**src/rtl/nibble_serial_adder.sv**
```systemverilog
// nibble_serial_adder
// Multi-word add controller that drives an external 4-bit ripple adder one
// nibble per cycle, LSB nibble first. The carry is chained through a register,
// and the wide result is presented on a valid/ready output handshake.
// Optional feature macro: NIBBLE_SERIAL_ADDER_OVF_EN adds the out_ovf port,
// which reports signed two's-complement overflow of the W-bit add.

`timescale 1ns/1ps

module nibble_serial_adder #(
    parameter int NIBBLES = 4
) (
    input  logic                   clk,
    input  logic                   rst_n,
    input  logic                   in_valid,
    output logic                   in_ready,
    input  logic [4*NIBBLES-1:0]   in_a,
    input  logic [4*NIBBLES-1:0]   in_b,
    input  logic                   in_cin,
    output logic                   out_valid,
    input  logic                   out_ready,
    output logic [4*NIBBLES-1:0]   out_sum,
    output logic                   out_cout,
    output logic [3:0]             add_a,
    output logic [3:0]             add_b,
    output logic                   add_cin,
    input  logic [3:0]             add_sum,
    input  logic                   add_cout
`ifdef NIBBLE_SERIAL_ADDER_OVF_EN
    ,
    output logic                   out_ovf
`endif
);

    localparam int W  = 4 * NIBBLES;
    localparam int CW = (NIBBLES > 1) ? $clog2(NIBBLES) : 1;
    localparam logic [CW-1:0] LAST_CNT = CW'(NIBBLES - 1);

    typedef enum logic [1:0] {
        IDLE = 2'd0,
        RUN  = 2'd1,
        DONE = 2'd2
    } state_t;

    state_t          state_reg;
    state_t          state_next;

    logic [W-1:0]    a_sh_reg;
    logic [W-1:0]    b_sh_reg;
    logic            carry_reg;
    logic [CW-1:0]   cnt_reg;
    logic [W-1:0]    out_sum_reg;
    logic            out_cout_reg;

    // Full result as it would look if the current RUN cycle were the last one:
    // the nibble being added now sits on top of the nibbles already collected.
    logic [W-1:0]    sum_full;

    logic            accept;
    logic            run_step;
    logic            last_step;

    assign accept    = in_valid & in_ready;
    assign run_step  = (state_reg == RUN);
    assign last_step = run_step & (cnt_reg == LAST_CNT);

    assign out_sum   = out_sum_reg;
    assign out_cout  = out_cout_reg;

    // State register
    always_ff @(posedge clk or negedge rst_n) begin
        if (!rst_n) begin
            state_reg <= IDLE;
        end else begin
            state_reg <= state_next;
        end
    end

    // Next-state logic, handshake outputs and adder drive
    always_comb begin
        state_next = state_reg;
        in_ready   = 1'b0;
        out_valid  = 1'b0;
        add_a      = 4'd0;
        add_b      = 4'd0;
        add_cin    = 1'b0;
        case (state_reg)
            IDLE: begin
                in_ready = 1'b1;
                if (in_valid) begin
                    state_next = RUN;
                end
            end
            RUN: begin
                add_a   = a_sh_reg[3:0];
                add_b   = b_sh_reg[3:0];
                add_cin = carry_reg;
                if (cnt_reg == LAST_CNT) begin
                    state_next = DONE;
                end
            end
            DONE: begin
                out_valid = 1'b1;
                if (out_ready) begin
                    state_next = IDLE;
                end
            end
            default: begin
                state_next = IDLE;
            end
        endcase
    end

    // Operand shift registers: load on accept, drop the consumed nibble each RUN cycle
    always_ff @(posedge clk or negedge rst_n) begin
        if (!rst_n) begin
            a_sh_reg <= '0;
            b_sh_reg <= '0;
        end else if (accept) begin
            a_sh_reg <= in_a;
            b_sh_reg <= in_b;
        end else if (run_step) begin
            a_sh_reg <= a_sh_reg >> 4;
            b_sh_reg <= b_sh_reg >> 4;
        end
    end

    // Carry chain register: seeded with in_cin, then the adder's carry-out
    always_ff @(posedge clk or negedge rst_n) begin
        if (!rst_n) begin
            carry_reg <= 1'b0;
        end else if (accept) begin
            carry_reg <= in_cin;
        end else if (run_step) begin
            carry_reg <= add_cout;
        end
    end

    // Nibble counter: position of the nibble being added in RUN
    always_ff @(posedge clk or negedge rst_n) begin
        if (!rst_n) begin
            cnt_reg <= '0;
        end else if (accept) begin
            cnt_reg <= '0;
        end else if (run_step && !last_step) begin
            cnt_reg <= cnt_reg + CW'(1);
        end
    end

    // Partial-result collection. A single-nibble build has nothing to collect,
    // so the adder output is the whole result.
    generate
        if (NIBBLES == 1) begin : g_single
            assign sum_full = add_sum;
        end else begin : g_multi
            logic [W-5:0] partial_reg;

            assign sum_full = {add_sum, partial_reg};

            // Shift each finished nibble in from the top so nibble 0 ends at the bottom
            always_ff @(posedge clk or negedge rst_n) begin
                if (!rst_n) begin
                    partial_reg <= '0;
                end else if (accept) begin
                    partial_reg <= '0;
                end else if (run_step) begin
                    partial_reg <= sum_full[W-1:4];
                end
            end
        end
    endgenerate

    // Result registers: only updated when a new result completes, so the
    // previous result stays visible through the next RUN phase
    always_ff @(posedge clk or negedge rst_n) begin
        if (!rst_n) begin
            out_sum_reg  <= '0;
            out_cout_reg <= 1'b0;
        end else if (last_step) begin
            out_sum_reg  <= sum_full;
            out_cout_reg <= add_cout;
        end
    end

`ifdef NIBBLE_SERIAL_ADDER_OVF_EN
    logic a_msb_reg;
    logic b_msb_reg;
    logic out_ovf_reg;

    assign out_ovf = out_ovf_reg;

    // Operand sign bits, captured at accept because the shift registers lose them
    always_ff @(posedge clk or negedge rst_n) begin
        if (!rst_n) begin
            a_msb_reg <= 1'b0;
            b_msb_reg <= 1'b0;
        end else if (accept) begin
            a_msb_reg <= in_a[W-1];
            b_msb_reg <= in_b[W-1];
        end
    end

    // Signed overflow: like-signed operands giving a differently signed result
    always_ff @(posedge clk or negedge rst_n) begin
        if (!rst_n) begin
            out_ovf_reg <= 1'b0;
        end else if (last_step) begin
            out_ovf_reg <= (a_msb_reg == b_msb_reg) && (add_sum[3] != a_msb_reg);
        end
    end
`endif

endmodule
```
**config.mk**
```make
export PLATFORM = sky130hd
export DESIGN_NAME = nibble_serial_adder
export DESIGN_NICKNAME = d
export VERILOG_FILES = /design/src/rtl/nibble_serial_adder.sv
export SDC_FILE = /design/constraint.sdc
export NUM_CORES = 1
export LEC_CHECK = 0
export ABC_CLOCK_PERIOD_IN_PS = 2300
export BUFFER_PORTS_ARGS = -buffer_cell sky130_fd_sc_hd__clkbuf_2
export CORE_MARGIN = 3
export CORE_UTILIZATION = 53
export DETAILED_ROUTE_END_ITERATION = 8
export PLACE_DENSITY = 0.79
export RECOVER_POWER = 100
export REMOVE_ABC_BUFFERS = 1
export SYNTH_ARGS = -nofsm -noshare
export SYNTH_HDL_FRONTEND = slang
export SYNTH_SLANG_ARGS = --single-unit
```
**constraint.sdc**
```tcl
create_clock -name clk -period 2.3 [get_ports clk]
set_clock_uncertainty 0.2 [all_clocks]
set_input_delay 0.46 -clock clk [delete_from_list [all_inputs] [get_ports clk]]
set_output_delay 0.46 -clock clk [all_outputs]
set_load 0.02 [all_outputs]
```
==> impl_metrics.csv <==
group,metric,value,unit
outcome,outcome,"complete, no violations",
finish,area_growth_syn_to_layout,20.1,%
grt,grt_pass1_wl,10100,µm
place,dp_slack,428,ps
grt,grt_antenna_before_repair,0,
routing,vias,2203,
clock_tree,clock_sinks,66,
grt,grtUsageTotal,20.7,%
place,place.detailed.hpwl,4190,µm
sta,setup_ws,142,ps
synth,synth_warnings,0,
synth,synth-seq-cells,66,
die,rows,26,
power_and_ir_drop,sw_frac_of_total,37.7,%
die,core,5240,µm²
job,cap_violations,0,
power_and_ir_drop,p_switching,1.96,mW
setup_path,worstSetupEndpointType,"output port",
sta,timing.final.crit_share,93.8,%
synth,synth_edf_count,0,
setup_path,crit_type,"reg -> out",
setup_path,critPathArrivalTime,1500,ps
synth,syn-instance-count,242,
grt,grt_overflow_total,0,
sta,worst_slew_margin_rel,41.8,%
power_and_ir_drop,p_comb_share,42.8,%
synth,syn_avg_cell_area,12.2,µm²
routing,drt_first_pass_iters,6,
power_and_ir_drop,p_clk_share,19.0,%
routing,drt_iter0_drc,222,
synth,yosys-top-cells-count,"66 x dfrtp_1, 26 x inv_1, 18 x nor2b_1, 17 x a222oi_1, 17 x mux2_2",
sta,setup_viol,0,
sta,tightestPinTransition,872,ps
routing,drc_errors,0,
synth,synth_area_leaders,"dfrtp_1 56%, mux2_2 6.5%, a222oi_1 5.8%",
die,die_h,80.6,µm
synth,synth_top_area_share,56.0,%
die,die_w,80.6,µm
place,globalplace.congestion,0.764,
sta,fmax,463,MHz
grt,grt_max_degree,67,
die,ios,70,
power_and_ir_drop,ir_worst_vdd,0.611,mV
place,place_inst,370,
setup_path,worstSetupStartpointType,"flip-flop",
synth,async_flop_share,100,%
synth,yosysSeqAreaShare,56.0,%
power_and_ir_drop,internal_power,3.24,mW
sta,finalHoldViolCount,0,
synth,yosys.area.top_type,"dfrtp_1",
finish,fin_nets,355,
finish,drive_gt1_share,33.1,%
hold_path,hold_depth,2,
hold_path,hold_path_class,"in -> reg",
clock_tree,ctsLongestPathBuffers,2,
setup_path,worstPathRequired,1640,ps
setup_path,ff2ff_path_depth,3,
clock_tree,clkLatencyLatePin,340,ps
synth,yosysUniqueCellTypes,31,
sta,finalMaxSlewViolations,0,
routing,ant_nets,0,
routing,wl,6160,µm
clock_tree,clock-root-buffer,"clkbuf_8",
routing,avgRoutedWirePerCell,15.9,µm
power_and_ir_drop,power_frac_seq,38.3,%
clock_tree,cts_tree,"built",
sta,post-route-min-period,2160,ps
finish,antenna_cells,0,
place,portBuffers,69,
setup_path,crit_fanout,12,
die,dieArea,6500,µm²
synth,synth_most_common_cell,"dfrtp_1",
clock_tree,clkTransAtPathRegs,70,ps
finish,fin_cells,387,
synth,yosys_most_used_dff,"dfrtp_1",
clock_tree,cts_buffers,9,
die,start_util,56.4,%
synth,synth_area,2950,µm²
routing,routed_via_density,5.69,
power_and_ir_drop,p_per_area,1470,nW/µm²
clock_tree,htree_levels,3,
clock_tree,cts_setup_buffers,0,
grt,grt_pass1_vias,2042,
sta,grt_setup_unrepaired,"false",
power_and_ir_drop,power_leakage,1.66,nW
==> timing repair <==
action / in CTS / in global routing
hold endpoints to repair: 66 / 0
gates resized for setup: 0 / 2
setup endpoints to repair: 0 / 8
hold buffers: 1 / 0
==> worst max-delay path, cell delays in order (launching register included) <==
cell and delay, ps:
dfrtp_2 480, nand2b_1 300, nor2_1 190, clkbuf_2 190
==> layout make-up <==
type                    instances  area, µm²
flip-flops and latches         66       1650
fillers                       414       1690
clock inverters                 4       50.0
multi-input cells             129       1100
clock buffers                  12        155
inverters                      26       97.6
repair buffers                 80        400
well taps                      70       87.6
==> worst paths after layout <==
| check | end | slack, ps | from |
|---|---|---|---|
| max | add_b[0] | 140 | state_reg[1]$_DFFE_PN0P_ |
| min reg2reg | b_sh_reg[14]$_DFFE_PN0P_ | 290 | b_sh_reg[14]$_DFFE_PN0P_ |
| min in group asynchronous | a_sh_reg[15]$_DFFE_PN0P_ | 660 | rst_n |
| max reg2reg | out_sum[12]$_DFFE_PN0P_ | 330 | state_reg[1]$_DFFE_PN0P_ |
| max in group asynchronous | state_reg[1]$_DFFE_PN0P_ | 600 | rst_n |
| min | state_reg[1]$_DFFE_PN0P_ | 140 | out_ready |
==> per-layer routing <==
layer	up-vias	track usage (%)	share of wire (%)
met5	-	0	0
met4	0	10.1	1.8
met3	8	3.48	6.1
met2	78	31.3	49
met1	1084	29.0	43
li1	1033	-	-
==> layout by cell type, fill, tap and decap left out, types with 2 or more instances in the layout <==
| cell type | netlist | layout |
|---|---|---|
| a222oi_1 | 17 | 17 |
| and2_0 | 0 | 3 |
| clkbuf_8 | 0 | 11 |
| nand2b_1 | 2 | 2 |
| nor2b_1 | 18 | 17 |
| inv_1 | 26 | 26 |
| clkinvlp_4 | 0 | 2 |
| and2_1 | 8 | 5 |
| clkbuf_2 | 1 | 50 |
| o221ai_1 | 8 | 8 |
| clkbuf_1 | 7 | 21 |
| mux2_2 | 17 | 17 |
| nand2_1 | 8 | 8 |
| o221a_2 | 8 | 8 |
| and3_1 | 2 | 2 |
| a22o_1 | 12 | 12 |
| buf_4 | 1 | 7 |
| or4b_1 | 8 | 8 |
| dfrtp_1 | 66 | 65 |
| a211o_1 | 2 | 2 |
| nand3b_1 | 8 | 8 |
==> per-stage QoR <==
step	hold slack, ps	total power [mW]	utilization, %	TNS, ps	instance area, µm²
2_1_floorplan	-35.6	3.51	-	-13240	2850
6_report	145	5.19	67.7	0	3540
4_1_cts	136	5.28	68.5	0	3590
3_5_place_dp	278	4.28	64.4	0	3370
5_1_grt	155	5.56	67.7	0	3540
3_3_place_gp	272	4.21	64.4	0	3370
==> logic make-up (layout without fill, tap and decap cells) <==
family	Yosys count	in the layout	synth area share, %
buffers and inverters	47	122	6.87
adders and majority gates	1	1	0.424
AOI/OAI and AO/OA	51	51	16.3
muxes	17	17	6.49
and+or+nand+nor	60	60	14.0
DFF	66	66	56.0
==> power by group through the flow <==
stage | Sequential, mW | Combinational, mW | Clock [mW]
2_1_floorplan | 2.13 | 1.38 | 0
4_1_cts | 1.98 | 2.29 | 1.01
3_5_place_dp | 2.00 | 2.28 | 0
6_report | 1.99 | 2.22 | 0.985
5_1_grt | 2.06 | 2.44 | 1.06
3_3_place_gp | 1.98 | 2.23 | 0
(Power assumes the default switching activity.)
